[src/rtl/instr_mem_loader.sv]
// Byte-stream loader that assembles little-endian words and writes them into instruction memory.
// Optional trailing XOR checksum byte is enabled with the LOADER_CHECKSUM_EN macro.
module instr_mem_loader #(
    parameter int unsigned MEM_WORDS = 128
) (
    input  logic        CLK,
    input  logic        RESET,
    input  logic        Start,
    input  logic [7:0]  ByteIn,
    input  logic        ByteValid,
    output logic        ByteReady,
    output logic        IM_WE,
    output logic [31:0] IM_WA,
    output logic [31:0] IM_WD,
    output logic        CpuHold,
    output logic        Done,
    output logic        Error
);

    localparam int unsigned IDX_W = $clog2(MEM_WORDS + 1);

`ifdef LOADER_CHECKSUM_EN
    typedef enum logic [2:0] {IDLE, LEN, DATA, WRITE, CHK, FIN} state_t;
`else
    typedef enum logic [2:0] {IDLE, LEN, DATA, WRITE, FIN} state_t;
`endif

    state_t             state_q, state_d;
    logic [IDX_W-1:0]   n_q, n_d;
    logic [IDX_W-1:0]   idx_q, idx_d;
    logic [IDX_W-1:0]   idx_next;
    logic [1:0]         byte_cnt_q, byte_cnt_d;
    logic [31:0]        word_q, word_d;
    logic [31:0]        wa_q, wa_d;
    logic [31:0]        wd_q, wd_d;
    logic               done_q, done_d;
    logic               err_q, err_d;
    logic               accept;
`ifdef LOADER_CHECKSUM_EN
    logic [7:0]         csum_q, csum_d;
`endif

    assign accept = ByteValid && ByteReady;

    always_ff @(posedge CLK) begin
        if (RESET) begin
            state_q    <= IDLE;
            n_q        <= '0;
            idx_q      <= '0;
            byte_cnt_q <= '0;
            word_q     <= '0;
            wa_q       <= '0;
            wd_q       <= '0;
            done_q     <= 1'b0;
            err_q      <= 1'b0;
`ifdef LOADER_CHECKSUM_EN
            csum_q     <= '0;
`endif
        end else begin
            state_q    <= state_d;
            n_q        <= n_d;
            idx_q      <= idx_d;
            byte_cnt_q <= byte_cnt_d;
            word_q     <= word_d;
            wa_q       <= wa_d;
            wd_q       <= wd_d;
            done_q     <= done_d;
            err_q      <= err_d;
`ifdef LOADER_CHECKSUM_EN
            csum_q     <= csum_d;
`endif
        end
    end

    always_comb begin
        state_d    = state_q;
        n_d        = n_q;
        idx_d      = idx_q;
        idx_next   = idx_q + IDX_W'(1);
        byte_cnt_d = byte_cnt_q;
        word_d     = word_q;
        wa_d       = wa_q;
        wd_d       = wd_q;
        done_d     = done_q;
        err_d      = err_q;
`ifdef LOADER_CHECKSUM_EN
        csum_d     = csum_q;
`endif
        case (state_q)
            IDLE, FIN: begin
                if (Start) begin
                    state_d    = LEN;
                    done_d     = 1'b0;
                    err_d      = 1'b0;
                    idx_d      = '0;
                    byte_cnt_d = '0;
`ifdef LOADER_CHECKSUM_EN
                    csum_d     = '0;
`endif
                end
            end
            LEN: begin
                if (accept) begin
                    if (32'(ByteIn) > MEM_WORDS) begin
                        err_d   = 1'b1;
                        state_d = FIN;
                    end else begin
                        // A zero length byte means a full memory image.
                        n_d     = (ByteIn == 8'd0) ? IDX_W'(MEM_WORDS) : IDX_W'(ByteIn);
                        state_d = DATA;
                    end
                end
            end
            DATA: begin
                if (accept) begin
                    word_d[{byte_cnt_q, 3'b000} +: 8] = ByteIn;
                    byte_cnt_d = byte_cnt_q + 2'd1;
`ifdef LOADER_CHECKSUM_EN
                    csum_d     = csum_q ^ ByteIn;
`endif
                    // Address and data are captured here so they are stable during WRITE and hold afterwards.
                    if (byte_cnt_q == 2'd3) begin
                        wa_d    = 32'({idx_q, 2'b00});
                        wd_d    = {ByteIn, word_q[23:0]};
                        state_d = WRITE;
                    end
                end
            end
            WRITE: begin
                idx_d = idx_next;
                if (idx_next < n_q) begin
                    state_d = DATA;
                end else begin
`ifdef LOADER_CHECKSUM_EN
                    state_d = CHK;
`else
                    done_d  = 1'b1;
                    state_d = FIN;
`endif
                end
            end
`ifdef LOADER_CHECKSUM_EN
            CHK: begin
                if (accept) begin
                    if (ByteIn == csum_q) begin
                        done_d = 1'b1;
                    end else begin
                        err_d  = 1'b1;
                    end
                    state_d = FIN;
                end
            end
`endif
            default: state_d = IDLE;
        endcase
    end

    always_comb begin
        ByteReady = 1'b0;
        CpuHold   = 1'b0;
        IM_WE     = 1'b0;
        case (state_q)
            LEN, DATA: begin
                ByteReady = 1'b1;
                CpuHold   = 1'b1;
            end
            WRITE: begin
                IM_WE   = 1'b1;
                CpuHold = 1'b1;
            end
`ifdef LOADER_CHECKSUM_EN
            CHK: begin
                ByteReady = 1'b1;
                CpuHold   = 1'b1;
            end
`endif
            default: ;
        endcase
        IM_WA = wa_q;
        IM_WD = wd_q;
        Done  = done_q;
        Error = err_q;
    end

endmodule

[config.mk]
export PLATFORM = sky130hd
export DESIGN_NAME = instr_mem_loader
export DESIGN_NICKNAME = d
export VERILOG_FILES = /design/src/rtl/instr_mem_loader.sv
export SDC_FILE = /design/constraint.sdc
export NUM_CORES = 1
export LEC_CHECK = 0
export BUFFER_PORTS_ARGS = -buffer_cell sky130_fd_sc_hd__buf_2
export CAP_MARGIN = 40
export CORE_ASPECT_RATIO = 0.7
export CORE_MARGIN = 2
export CORE_UTILIZATION = 30
export CTS_CLUSTER_SIZE = 8
export DETAILED_ROUTE_END_ITERATION = 6
export SYNTH_ARGS = -nofsm -noshare
export SYNTH_HDL_FRONTEND = slang
export SYNTH_SLANG_ARGS = --single-unit
[constraint.sdc]
create_clock -name CLK -period 5 [get_ports CLK]
set_input_delay 0 -clock CLK [delete_from_list [all_inputs] [get_ports CLK]]
set_output_delay 0 -clock CLK [all_outputs]
set_load 0.1 [all_outputs]
==> flow_metrics.env <==
export IMPL_ctsLongestPathBuffers=2
export IMPL_antenna_cells_inserted=0
export IMPL_die_h_microns=98.70
export IMPL_reg2reg_setup_slack_ns=2.57
export IMPL_ir_worst_vdd_mv=0.1608
export IMPL_nNetsFinal=547
export IMPL_first_global_vias=3106
export IMPL_synth_yosys_seq_area_share_pct=45.31
export IMPL_grt_max_degree=88
export IMPL_intPower_w=0.001118
export IMPL_drc=0
export IMPL_dieArea_sq_um=13750
export IMPL_via_per_inst=4.701
export IMPL_drive_gt1_share_pct=15.75
export IMPL_syn_avg_cell_area_sq_um=8.109
export IMPL_start_util_pct=30.84
export IMPL_cts_tree="yes"
export IMPL_power_frac_clock_pct=42.7
export IMPL_power_density_nw_per_um2=352.3
export IMPL_rsz0062_at_grt="false"
export IMPL_min_path_type="in -> reg"
export IMPL_core_sq_um=12460
export IMPL_gp_congestion=0.7984
export IMPL_die_w_microns=139.3
export IMPL_cap_violations=0
export IMPL_gr_usage_all_layers_pct=13.83
export IMPL_ys_flop_type="dfxtp_1"
export IMPL_p_leak_nw=1.802
export IMPL_r2r_end="state_q[2]"
export IMPL_worst_setup_path_end_kind="flop"
export IMPL_drt_iter0_drc=216
export IMPL_synthArstFlopShare_pct=0
export IMPL_vias=3239
export IMPL_dp_hpwl_microns=6460
export IMPL_power_switching_w=0.0004536
export IMPL_cts_sinks=87
export IMPL_drv_slew=0
export IMPL_clock_latency_ns=0.34
export IMPL_cts_root_buf="clkbuf_16"
export IMPL_clk_pin_slew_ns=0.06
export IMPL_cp_startpoint="idx_q[2]"
export IMPL_worst_pin_slew_ns=0.9503
export IMPL_synth_warning_count=0
export IMPL_layout_common_cells="nand2_1 (113), dfxtp_1 (87), a21oi_1 (81)"
export IMPL_io_pins=81
export IMPL_critPathMaxFanout=6
export IMPL_synth_edf_count=0
export IMPL_cts_buffers=9
export IMPL_grt_pass1_wl_microns=15400
export IMPL_rows=34
export IMPL_comb_power_share_pct=12.2
export IMPL_first_pass_iters=4
export IMPL_start_kind="flop"
export IMPL_syn_to_final_growth_pct=16.05
export IMPL_hold_viol=0
export IMPL_netlist_instances=474
export IMPL_setup_tns_ns=0
export IMPL_path_class="reg -> reg"
export IMPL_drt_total_wl_microns=9274
export IMPL_postRouteAntennaNets=0
export IMPL_required_ns=5.23
export IMPL_holdPathEnd="IM_WD[25]"
export IMPL_rr_worst_depth=9
export IMPL_cts_max_level=3
export IMPL_yosysUniqueCellTypes=41
export IMPL_overflow=0
export IMPL_finalCritPeriodShare_pct=48.59
export IMPL_synth_seq_cells=87
export IMPL_slew_headroom_pct=36.51
export IMPL_fin_worst_skew_ns=0.007499
export IMPL_layout_min_cycle_time_ns=2.429
export IMPL_hp_start="ByteIn[1]"
export IMPL_final_common_cell="nand2_1"
export IMPL_status="finished, final reports clean"
export IMPL_max_freq_mhz=411.6
export IMPL_antenna_found_initial=0
export IMPL_finalSetupViolations=0
export IMPL_syn_area_sq_um=3844
export IMPL_finalPower_w=0.001572
export IMPL_arrival_ns=2.66
export IMPL_seqPwrFrac_pct=45.1
export IMPL_whs_path_depth=3
export IMPL_timing_rr_start="idx_q[2]"
export IMPL_wire_per_inst_microns=13.46
export IMPL_io_buffer_count=56
export IMPL_swShare_pct=28.86
-- registers in the layout (all words and copies together) (netlist names) --
name / count
Done: 1
Error: 1
IM_WA: 8
IM_WD: 32
byte_cnt_q: 2
idx_q: 8
n_q: 8
state_q: 3
word_q: 24
-- through the flow --
| stage | cell area [sq um] | utilization, % | setup slack, ns | hold slack, ns | std cells |
|---|---|---|---|---|---|
| after floorplan | 3930 | - | 2.788 | 0.1360 | 497 |
| after global placement | 4113 | 33.00 | 2.762 | 0.3294 | 668 |
| after detailed placement | 4113 | 33.00 | 2.624 | 0.3364 | 668 |
| after CTS | 4461 | 35.79 | 2.595 | 0.001249 | 689 |
| after global routing | 4461 | 35.79 | 2.285 | 0.01861 | 689 |
| final | 4461 | 35.79 | 2.571 | 0.008431 | 689 |
-- metal layers --
metal | part of all wire, % | GRT usage (%) | vias to the layer above | routed length, microns
met5 | 0 | 0 | - | 0
met4 | 0.68 | 3.574 | 0 | 63
met3 | 6.2 | 4.665 | 7 | 573
met2 | 41 | 20.25 | 87 | 3820
met1 | 52 | 19.53 | 1510 | 4817
li1 | - | - | 1635 | -
-- timing repair --
item,in CTS,in global routing
hold buffers,5,0
endpoints found under the hold margin,9,0
setup buffers,0,0
resized for setup,0,0
-- power groups by stage --
stage | clock network [W] | logic (W) | registers, W
2_1_floorplan | 0 | 0.000178 | 0.000722
3_3_place_gp | 0 | 0.000185 | 0.000723
3_5_place_dp | 0 | 0.000188 | 0.000724
4_1_cts | 0.000685 | 0.000191 | 0.000708
5_1_grt | 0.000721 | 0.000203 | 0.000710
6_report | 0.000671 | 0.000192 | 0.000709
-- worst max-delay path, cell delays in order (launching register included) --
cell,delay (ns)
dfxtp_1,0.44
and3_1,0.28
and3_1,0.25
and3_1,0.23
xor2_1,0.21
ha_1,0.29
a21oi_1,0.13
o221ai_1,0.18
a22oi_1,0.23
a21oi_1,0.09
-- worst max-delay path by stage --
stage	endpoint	slack (ns)	cells past startpoint
floorplan	ByteReady	2.79	3
global placement	state_q[2]	2.76	9
detailed placement	state_q[1]	2.62	9
CTS	state_q[1]	2.60	9
global route	state_q[1]	2.28	9
finish	state_q[2]	2.57	9
-- cells in the mapped netlist (2+ instances only) --
cell | instances | area, sq um
a21boi_0 | 2 | 15.01
a21oi_1 | 81 | 405.4
a22oi_1 | 4 | 30.03
and2_1 | 6 | 37.54
and3_1 | 3 | 18.77
buf_2 | 12 | 60.06
buf_4 | 24 | 180.2
clkbuf_1 | 11 | 41.29
clkbuf_8 | 3 | 41.29
dfxtp_1 | 87 | 1742
ha_1 | 13 | 162.7
inv_1 | 14 | 52.55
mux2i_1 | 7 | 70.07
nand2_1 | 113 | 424.2
nand2b_1 | 2 | 12.51
nand3_1 | 26 | 130.1
nand3b_1 | 3 | 22.52
nor2_1 | 24 | 90.09
nor3_1 | 3 | 15.01
nor3b_1 | 4 | 30.03
o21a_1 | 2 | 15.01
o21ai_0 | 5 | 25.02
or3_1 | 3 | 18.77
xor2_1 | 5 | 43.79
-- area by class of cell --
type	instances	area (sq um)
Clock buffer	9	225.2
Sequential cell	87	1742
Timing Repair Buffer	64	352.8
Clock inverter	7	72.57
Multi-Input combinational cell	346	1813
Tap cell	162	202.7
Fill cell	1290	8004
Inverter	14	52.55
-- cell families (layout without fill, tap and decap cells) --
family,count (synthesis),after routing,synth area share (%)
AOI/OAI and AO/OA,100,100,14.23
xor gates and xnor gates,6,6,1.367
adders and majority gates,13,13,4.232
buffers and inverters,64,94,9.766
DFF,87,87,45.31
muxes,7,7,1.823
other,1,24,0.09756
and+or+nand+nor,196,196,23.18
No activity file was read; power rests on OpenSTA's default activity.
